File: config.mk
export PLATFORM = sky130hd
export DESIGN_NAME = bcp_scheduler_flat
export DESIGN_NICKNAME = d
export VERILOG_FILES = /design/src/rtl/bcp_scheduler_if.sv /design/src/rtl/bcp_scheduler.sv /design/src/flat_wrapper.sv
export SDC_FILE = /design/constraint.sdc
export NUM_CORES = 1
export LEC_CHECK = 0
export CORE_ASPECT_RATIO = 1.2
export CORE_MARGIN = 2
export CORE_UTILIZATION = 46
export DETAILED_ROUTE_END_ITERATION = 7
export PLACE_DENSITY = 0.88
export SKIP_CTS_REPAIR_TIMING = 1
export SLEW_MARGIN = 20
export SYNTH_ARGS = -nofsm -noshare
export SYNTH_HDL_FRONTEND = slang
export SYNTH_SLANG_ARGS = --single-unit
File: constraint.sdc
create_clock -name clk -period 2.7 [get_ports clk]
set_input_delay 0.405 -clock clk [delete_from_list [all_inputs] [get_ports clk]]
set_output_delay 0.405 -clock clk [all_outputs]
set_load 0.05 [all_outputs]
File: src/rtl/bcp_scheduler_if.sv
// Handshake bundle between the BCP scheduler and its neighbours: control, the
// var start/end table, the clause evaluator and the imply stack.
interface bcp_scheduler_if #(
    parameter int VAR_BITS    = 8,
    parameter int CLAUSE_BITS = 10
);
    // control
    logic                   start;
    logic [VAR_BITS-1:0]    var_in;
    logic                   abort;
    logic                   bcp_busy;
    logic                   conflict;
    logic [CLAUSE_BITS-1:0] bcp_clause_idx;
    // var start/end table
    logic                   read_var_start_end;
    logic [VAR_BITS-1:0]    var_in_vse;
    logic [CLAUSE_BITS-1:0] start_clause;
    logic [CLAUSE_BITS-1:0] end_clause;
    // clause evaluator
    logic                   clause_valid;
    logic [CLAUSE_BITS-1:0] clause_idx;
    logic                   clause_ready;
    logic                   res_valid;
    logic                   res_ready;
    logic [CLAUSE_BITS-1:0] res_idx;
    logic                   res_conflict;
    logic                   res_unit;
    logic [VAR_BITS-1:0]    imp_var;
    logic                   imp_val;
    logic                   eval_flush;
    // imply stack
    logic                   push_imply;
    logic [VAR_BITS-1:0]    var_in_imply;
    logic                   val_in_imply;
    logic                   full_imply;

    // scheduler side
    modport master (
        input  start, var_in, abort,
        output bcp_busy, conflict, bcp_clause_idx,
        output read_var_start_end, var_in_vse,
        input  start_clause, end_clause,
        output clause_valid, clause_idx,
        input  clause_ready,
        input  res_valid, res_idx, res_conflict, res_unit, imp_var, imp_val,
        output res_ready, eval_flush,
        output push_imply, var_in_imply, val_in_imply,
        input  full_imply
    );

    // environment side (control, table, evaluator, imply stack)
    modport slave (
        output start, var_in, abort,
        input  bcp_busy, conflict, bcp_clause_idx,
        input  read_var_start_end, var_in_vse,
        output start_clause, end_clause,
        input  clause_valid, clause_idx,
        output clause_ready,
        output res_valid, res_idx, res_conflict, res_unit, imp_var, imp_val,
        input  res_ready, eval_flush,
        input  push_imply, var_in_imply, val_in_imply,
        output full_imply
    );
endinterface

File: src/rtl/bcp_scheduler.sv
// Sequences BCP for one newly assigned variable: looks up its clause range, keeps up to
// MAX_OUT clause evaluations in flight, forwards unit results and records the first conflict.
module bcp_scheduler #(
    parameter int VAR_BITS    = 8,
    parameter int CLAUSE_BITS = 10,
    parameter int MAX_OUT     = 4
) (
    input  logic             clk,
    input  logic             rst_n,
    bcp_scheduler_if.master  bus
);

    localparam int CNT_W = $clog2(MAX_OUT + 1);
    localparam logic [CNT_W-1:0]       CNT_ONE = CNT_W'(1);
    localparam logic [CNT_W-1:0]       CNT_MAX = CNT_W'(MAX_OUT);
    localparam logic [CLAUSE_BITS-1:0] IDX_ONE = CLAUSE_BITS'(1);

    typedef enum logic [2:0] {
        S_IDLE,
        S_LOOKUP,
        S_TBL,
        S_ISSUE,
        S_DRAIN
    } state_t;

    state_t                 state_q, state_d;
    logic [VAR_BITS-1:0]    var_q, var_d;
    logic [CLAUSE_BITS-1:0] ptr_q, ptr_d;
    logic [CLAUSE_BITS-1:0] end_q, end_d;
    logic [CLAUSE_BITS-1:0] cidx_q, cidx_d;
    logic [CNT_W-1:0]       out_q, out_d;
    logic                   conflict_q, conflict_d;
    logic                   flush_q, flush_d;

    logic in_results;
    logic res_ready_int;
    logic res_fire;
    logic res_conf_fire;
    logic can_issue;
    logic issue_fire;
    logic push_int;

    always_comb begin
        in_results    = (state_q == S_ISSUE) || (state_q == S_DRAIN);
        res_ready_int = in_results && !bus.full_imply;
        // A result with nothing outstanding is stale; abort also swallows the result.
        res_fire      = bus.res_valid && res_ready_int && (out_q != '0) && !bus.abort;
        res_conf_fire = res_fire && bus.res_conflict;
        // Issuing stops the very cycle the first conflict arrives.
        can_issue     = (state_q == S_ISSUE) && (out_q < CNT_MAX) && (ptr_q != end_q)
                        && !conflict_q && !res_conf_fire && !bus.abort;
        issue_fire    = can_issue && bus.clause_ready;
        push_int      = res_fire && bus.res_unit && !conflict_q;
    end

    always_comb begin
        state_d    = state_q;
        var_d      = var_q;
        ptr_d      = ptr_q;
        end_d      = end_q;
        cidx_d     = cidx_q;
        out_d      = out_q;
        conflict_d = conflict_q;
        flush_d    = 1'b0;

        if (bus.abort) begin
            state_d    = S_IDLE;
            out_d      = '0;
            conflict_d = 1'b0;
            flush_d    = 1'b1;
        end else begin
            if (issue_fire && !res_fire) begin
                out_d = out_q + CNT_ONE;
            end else if (res_fire && !issue_fire) begin
                out_d = out_q - CNT_ONE;
            end

            if (res_conf_fire && !conflict_q) begin
                conflict_d = 1'b1;
                cidx_d     = bus.res_idx;
            end

            unique case (state_q)
                S_IDLE: begin
                    if (bus.start) begin
                        var_d      = bus.var_in;
                        conflict_d = 1'b0;
                        cidx_d     = '0;
                        state_d    = S_LOOKUP;
                    end
                end
                S_LOOKUP: begin
                    state_d = S_TBL;
                end
                S_TBL: begin
                    ptr_d = bus.start_clause;
                    end_d = bus.end_clause;
                    // Empty range: nothing can be outstanding, so the drain is immediate.
                    if (bus.end_clause <= bus.start_clause) begin
                        state_d = S_IDLE;
                    end else begin
                        state_d = S_ISSUE;
                    end
                end
                S_ISSUE: begin
                    if (issue_fire) begin
                        ptr_d = ptr_q + IDX_ONE;
                    end
                    if (res_conf_fire || (ptr_q == end_q)
                        || (issue_fire && ((ptr_q + IDX_ONE) == end_q))) begin
                        state_d = S_DRAIN;
                    end
                end
                S_DRAIN: begin
                    if (out_q == '0) begin
                        state_d = S_IDLE;
                    end
                end
                default: begin
                    state_d = S_IDLE;
                end
            endcase
        end
    end

    always_ff @(posedge clk or negedge rst_n) begin
        if (!rst_n) begin
            state_q    <= S_IDLE;
            var_q      <= '0;
            ptr_q      <= '0;
            end_q      <= '0;
            cidx_q     <= '0;
            out_q      <= '0;
            conflict_q <= 1'b0;
            flush_q    <= 1'b0;
        end else begin
            state_q    <= state_d;
            var_q      <= var_d;
            ptr_q      <= ptr_d;
            end_q      <= end_d;
            cidx_q     <= cidx_d;
            out_q      <= out_d;
            conflict_q <= conflict_d;
            flush_q    <= flush_d;
        end
    end

    assign bus.read_var_start_end = (state_q == S_LOOKUP);
    assign bus.var_in_vse         = var_q;
    assign bus.clause_valid       = can_issue;
    assign bus.clause_idx         = ptr_q;
    assign bus.res_ready          = res_ready_int;
    assign bus.eval_flush         = flush_q;
    assign bus.push_imply         = push_int;
    assign bus.var_in_imply       = push_int ? bus.imp_var : '0;
    assign bus.val_in_imply       = push_int && bus.imp_val;
    assign bus.bcp_busy           = (state_q != S_IDLE);
    assign bus.conflict           = conflict_q;
    assign bus.bcp_clause_idx     = cidx_q;

endmodule

File: src/flat_wrapper.sv
// flat-port wrapper written by rule: the top's interface ports become plain ports
module bcp_scheduler_flat 
#(
    parameter int VAR_BITS    = 8,
    parameter int CLAUSE_BITS = 10,
    parameter int MAX_OUT     = 4
)
  (clk, rst_n, bus_start, bus_var_in, bus_abort, bus_bcp_busy, bus_conflict, bus_bcp_clause_idx, bus_read_var_start_end, bus_var_in_vse, bus_start_clause, bus_end_clause, bus_clause_valid, bus_clause_idx, bus_clause_ready, bus_res_valid, bus_res_idx, bus_res_conflict, bus_res_unit, bus_imp_var, bus_imp_val, bus_res_ready, bus_eval_flush, bus_push_imply, bus_var_in_imply, bus_val_in_imply, bus_full_imply);
  bcp_scheduler_if #(.VAR_BITS(VAR_BITS), .CLAUSE_BITS(CLAUSE_BITS)) bus_i ();
  input  logic clk;
  input  logic rst_n;
  input wire logic [$bits(bus_i.start)-1:0] bus_start;
  input wire logic [$bits(bus_i.var_in)-1:0] bus_var_in;
  input wire logic [$bits(bus_i.abort)-1:0] bus_abort;
  output wire logic [$bits(bus_i.bcp_busy)-1:0] bus_bcp_busy;
  output wire logic [$bits(bus_i.conflict)-1:0] bus_conflict;
  output wire logic [$bits(bus_i.bcp_clause_idx)-1:0] bus_bcp_clause_idx;
  output wire logic [$bits(bus_i.read_var_start_end)-1:0] bus_read_var_start_end;
  output wire logic [$bits(bus_i.var_in_vse)-1:0] bus_var_in_vse;
  input wire logic [$bits(bus_i.start_clause)-1:0] bus_start_clause;
  input wire logic [$bits(bus_i.end_clause)-1:0] bus_end_clause;
  output wire logic [$bits(bus_i.clause_valid)-1:0] bus_clause_valid;
  output wire logic [$bits(bus_i.clause_idx)-1:0] bus_clause_idx;
  input wire logic [$bits(bus_i.clause_ready)-1:0] bus_clause_ready;
  input wire logic [$bits(bus_i.res_valid)-1:0] bus_res_valid;
  input wire logic [$bits(bus_i.res_idx)-1:0] bus_res_idx;
  input wire logic [$bits(bus_i.res_conflict)-1:0] bus_res_conflict;
  input wire logic [$bits(bus_i.res_unit)-1:0] bus_res_unit;
  input wire logic [$bits(bus_i.imp_var)-1:0] bus_imp_var;
  input wire logic [$bits(bus_i.imp_val)-1:0] bus_imp_val;
  output wire logic [$bits(bus_i.res_ready)-1:0] bus_res_ready;
  output wire logic [$bits(bus_i.eval_flush)-1:0] bus_eval_flush;
  output wire logic [$bits(bus_i.push_imply)-1:0] bus_push_imply;
  output wire logic [$bits(bus_i.var_in_imply)-1:0] bus_var_in_imply;
  output wire logic [$bits(bus_i.val_in_imply)-1:0] bus_val_in_imply;
  input wire logic [$bits(bus_i.full_imply)-1:0] bus_full_imply;
  assign bus_i.start = bus_start;
  assign bus_i.var_in = bus_var_in;
  assign bus_i.abort = bus_abort;
  assign bus_bcp_busy = bus_i.bcp_busy;
  assign bus_conflict = bus_i.conflict;
  assign bus_bcp_clause_idx = bus_i.bcp_clause_idx;
  assign bus_read_var_start_end = bus_i.read_var_start_end;
  assign bus_var_in_vse = bus_i.var_in_vse;
  assign bus_i.start_clause = bus_start_clause;
  assign bus_i.end_clause = bus_end_clause;
  assign bus_clause_valid = bus_i.clause_valid;
  assign bus_clause_idx = bus_i.clause_idx;
  assign bus_i.clause_ready = bus_clause_ready;
  assign bus_i.res_valid = bus_res_valid;
  assign bus_i.res_idx = bus_res_idx;
  assign bus_i.res_conflict = bus_res_conflict;
  assign bus_i.res_unit = bus_res_unit;
  assign bus_i.imp_var = bus_imp_var;
  assign bus_i.imp_val = bus_imp_val;
  assign bus_res_ready = bus_i.res_ready;
  assign bus_eval_flush = bus_i.eval_flush;
  assign bus_push_imply = bus_i.push_imply;
  assign bus_var_in_imply = bus_i.var_in_imply;
  assign bus_val_in_imply = bus_i.val_in_imply;
  assign bus_i.full_imply = bus_full_imply;
  bcp_scheduler #(.VAR_BITS(VAR_BITS), .CLAUSE_BITS(CLAUSE_BITS), .MAX_OUT(MAX_OUT)) u_core (.clk(clk), .rst_n(rst_n), .bus(bus_i));
endmodule
==> flow_metrics.py <==
metrics = {
    "die": {
        "start_util": 0.476,
        "die_h_um": 90.7,
        "dieWidth_um": 76.2,
        "dieArea_um2": 6910,
        "io_pins": 100,
        "rows": 31,
        "core_area_um2": 6050,
    },
    "synthesis": {
        "synth_mux_area_frac": 0.0773,
        "synth_cell_types": 55,
        "synth_top_family_by_area": "simple AND/OR/NAND/NOR gates",
        "syn-num-nets": 372,
        "synth_area_leaders": "dfrtp_1 (40%), mux2_2 (7.0%), ha_1 (4.8%)",
        "syn_area_per_cell_um2": 9.47,
        "synthArstFlopShare": 1.00,
        "synthSimpleGateAreaFrac": 0.196,
        "synth_top_area_share": 0.400,
        "synth_edf_count": 0,
        "yosysWarnings": 0,
        "syn_area_um2": 2880,
        "synth_top_cell_by_area": "dfrtp_1",
        "synthCells": 304,
        "ys.flop_type": "dfrtp_1",
        "synth_compound_area_frac": 0.177,
        "synthAdderAreaFrac": 0.0547,
        "synth-seq-cells": 46,
        "synth-xor-area-share": 0.0426,
        "synth-seq-area-share": 0.400,
    },
    "critical_path": {
        "timing.rr.end": "u_core.state_q[1]",
        "critPathArrivalTime_ns": 2.17,
        "worstPathMaxFanout": 10,
        "worstSetupStartpointType": "flop",
        "reg2reg_slack_ns": 0.31,
        "crit_chain": "or3b_4, a21oi_4, and3_2, and3_2, and2_2, buf_12",
        "path_class": "reg2out",
        "critPathMaxStageDelay_ns": 0.45,
        "r2r_cells": 7,
        "critical_path.most_common_cell": "and3_2",
        "timing.rr.start": "u_core.bus.clause_idx[0]",
        "crit_path_top_delay_cell": "dfrtp_1",
        "crit_path_end_kind": "output port",
        "crit_required_ns": 2.30,
    },
    "power_and_ir_drop": {
        "power_w": 0.00315,
        "p_sw_frac": 0.431,
        "p_leak_nw": 1.78,
        "p_int_w": 0.00179,
        "p_seq_frac": 0.364,
        "combinationalPowerShare": 0.467,
        "switchingPower_w": 0.00136,
        "power.density_nw_per_um2": 742,
        "p_clk_frac": 0.170,
        "vdd_drop_max_uv": 422,
    },
    "outcome": {
        "status": "finished, final reports clean",
    },
    "detailed_routing": {
        "drt-initial-drc-count": 132,
        "wl_per_cell_um": 16.5,
        "dr_total_vias": 2779,
        "firstDrtPassIters": 4,
        "final_antenna_net_count": 0,
        "wl_um": 8100,
        "via_per_inst": 5.66,
        "drc": 0,
    },
    "sta": {
        "hold_viol_final": 0,
        "max_freq_mhz": 388,
        "rsz0062_at_grt": "false",
        "finalSetupTns_ns": 0,
        "final.period_utilization": 0.955,
        "maxSlewHeadroom": 0.587,
        "finalCriticalPeriod_ns": 2.58,
        "maxSlewViolCount": 0,
        "worst_slew_pin_slew_ns": 0.617,
        "fin_skew_ns": 0.0124,
        "setup_viol": 0,
    },
    "cts": {
        "cts_tree": "built",
        "cts.sinks": 46,
        "cts_made_buffers": 5,
        "clockBufferDepth": 2,
        "clk_latency_ns": 0.31,
        "h-tree-depth": 2,
        "root_buffer": "clkbuf_8",
        "path_clk_slew_ns": 0.09,
    },
    "finish": {
        "syn_to_final_growth_pct": 47.3,
        "nNetsFinal": 477,
        "diodes": 0,
        "drive_gt1_frac": 0.178,
    },
    "global_route": {
        "grt_max_degree": 27,
        "grt_pass1_vias": 2963,
        "antenna_found_initial": 0,
        "grt_pass1_wl_um": 13600,
        "grt_usage": 0.239,
        "grt_overflow": 0,
    },
    "placed_design": {
        "gp_congestion": 0.906,
        "portBuffers": 99,
        "dp_hpwl_um": 6330,
    },
    "flow_run": {
        "maxCapViolations": 0,
    },
    "min_path": {
        "min_path_type": "in2async",
    },
}
## worst max path at each step
| stage | depth (start not counted) | start | endpoint | slack (ns) |
|---|---|---|---|---|
| finish | 6 | u_core.state_q[0] | bus_val_in_imply | 0.12 |
| global route | 6 | u_core.state_q[0] | bus_val_in_imply | 0.04 |
| global placement | 8 | bus_clause_ready | u_core.out_q[1] | 0.16 |
| CTS | 6 | u_core.state_q[2] | bus_var_in_imply[7] | 0.002 |
| floorplan | 7 | u_core.state_q[0] | bus_val_in_imply | 0.02 |
| detailed placement | 8 | bus_clause_ready | u_core.out_q[1] | 0.12 |
## cells in the final DEF (no fill, tap or decap), drive strengths merged, types with 3 or more instances in the layout
cell	n
clkbuf	6
a21oi	12
and2	10
nor4	5
nor3	12
a31oi	5
nand2b	6
nand4	6
xor2	3
buf	26
a22o	10
o211ai	3
nand3	6
nor2	19
mux2	18
dfrtp	46
xnor2	11
inv	20
ha	11
o21ai	28
nand2	23
a21o	5
and4	3
clkdlybuf4s50	86
## worst max-delay path, delay by kind of cell, from the launching register on
kind	cells	cell delay (ns)
AO/OA/AOI/OAI	1	0.13
buffers and inverters	1	0.14
flip-flops	1	0.45
AND/OR/NAND/NOR	4	1.15
## metrics by stage
step | cell area, um^2 | std cells | hold WS (ns) | utilization | setup slack [ns]
after floorplan | 2900 | 304 | 0.109 | - | 0.0160
after global placement | 4130 | 484 | 0.394 | 0.682 | 0.156
after detailed placement | 4130 | 484 | 0.385 | 0.682 | 0.117
after CTS | 4240 | 491 | 0.0517 | 0.701 | 0.00177
after global routing | 4240 | 491 | 0.0904 | 0.701 | 0.0353
final | 4240 | 491 | 0.0380 | 0.701 | 0.121
## flip-flops by register name, summed over array words and instances, names as in the netlist
| name | cells |
|---|---|
| u_core.bus.bcp_clause_idx | 10 |
| u_core.bus.clause_idx | 10 |
| u_core.end_q | 10 |
| u_core.bus.var_in_vse | 8 |
| u_core.out_q | 3 |
| u_core.state_q | 3 |
| u_core.bus.conflict | 1 |
| u_core.bus.eval_flush | 1 |
## synthesized netlist by cell type, types with 3 or more instances
library cell / count
mux2_2: 18
xnor2_1: 11
buf_2: 4
nand3_1: 4
a21o_1: 5
and2_1: 10
nand2b_1: 6
nand4_1: 5
ha_1: 11
dfrtp_1: 46
nor3_1: 12
buf_4: 3
nand2_1: 23
a22o_1: 10
inv_1: 20
xor2_1: 3
o21ai_0: 27
a31oi_1: 5
nor2_1: 17
clkbuf_1: 5
a21oi_1: 11
and4_1: 3
o211ai_1: 3
nor4_1: 4
## kinds of logic after synthesis
group                    count (synthesis)
adder cells (fa/ha/maj)                 12
buffers and inverters                   34
XOR/XNOR                                14
AND/OR/NAND/NOR                        101
flip-flops                              46
multiplexers                            20
AO/OA/AOI/OAI                           77
## power groups by stage
stage / sequential [W] / combinational, W / clock [W]
after floorplan: 0.00140 / 0.000697 / 0
after global placement: 0.00113 / 0.00142 / 0
after detailed placement: 0.00115 / 0.00146 / 0
after CTS: 0.00113 / 0.00147 / 0.000537
after global routing: 0.00117 / 0.00156 / 0.000567
final: 0.00114 / 0.00147 / 0.000534
## layout make-up
cell class                 count  area [um^2]
clock buffer                   6         82.6
clock inverter                 1         30.0
fill                         462         1810
inverter                      20         75.1
multi-input combinational    224         1600
sequential                    46         1150
tap                           82          103
timing repair buffer         112         1200
## metal layers
layer  wire length (um)  global-route usage
met5                  0                   0
met4                213              0.0985
met2               4160               0.432
met1               3170               0.270
met3                562              0.0540
Power figures use the tool's default switching activity.
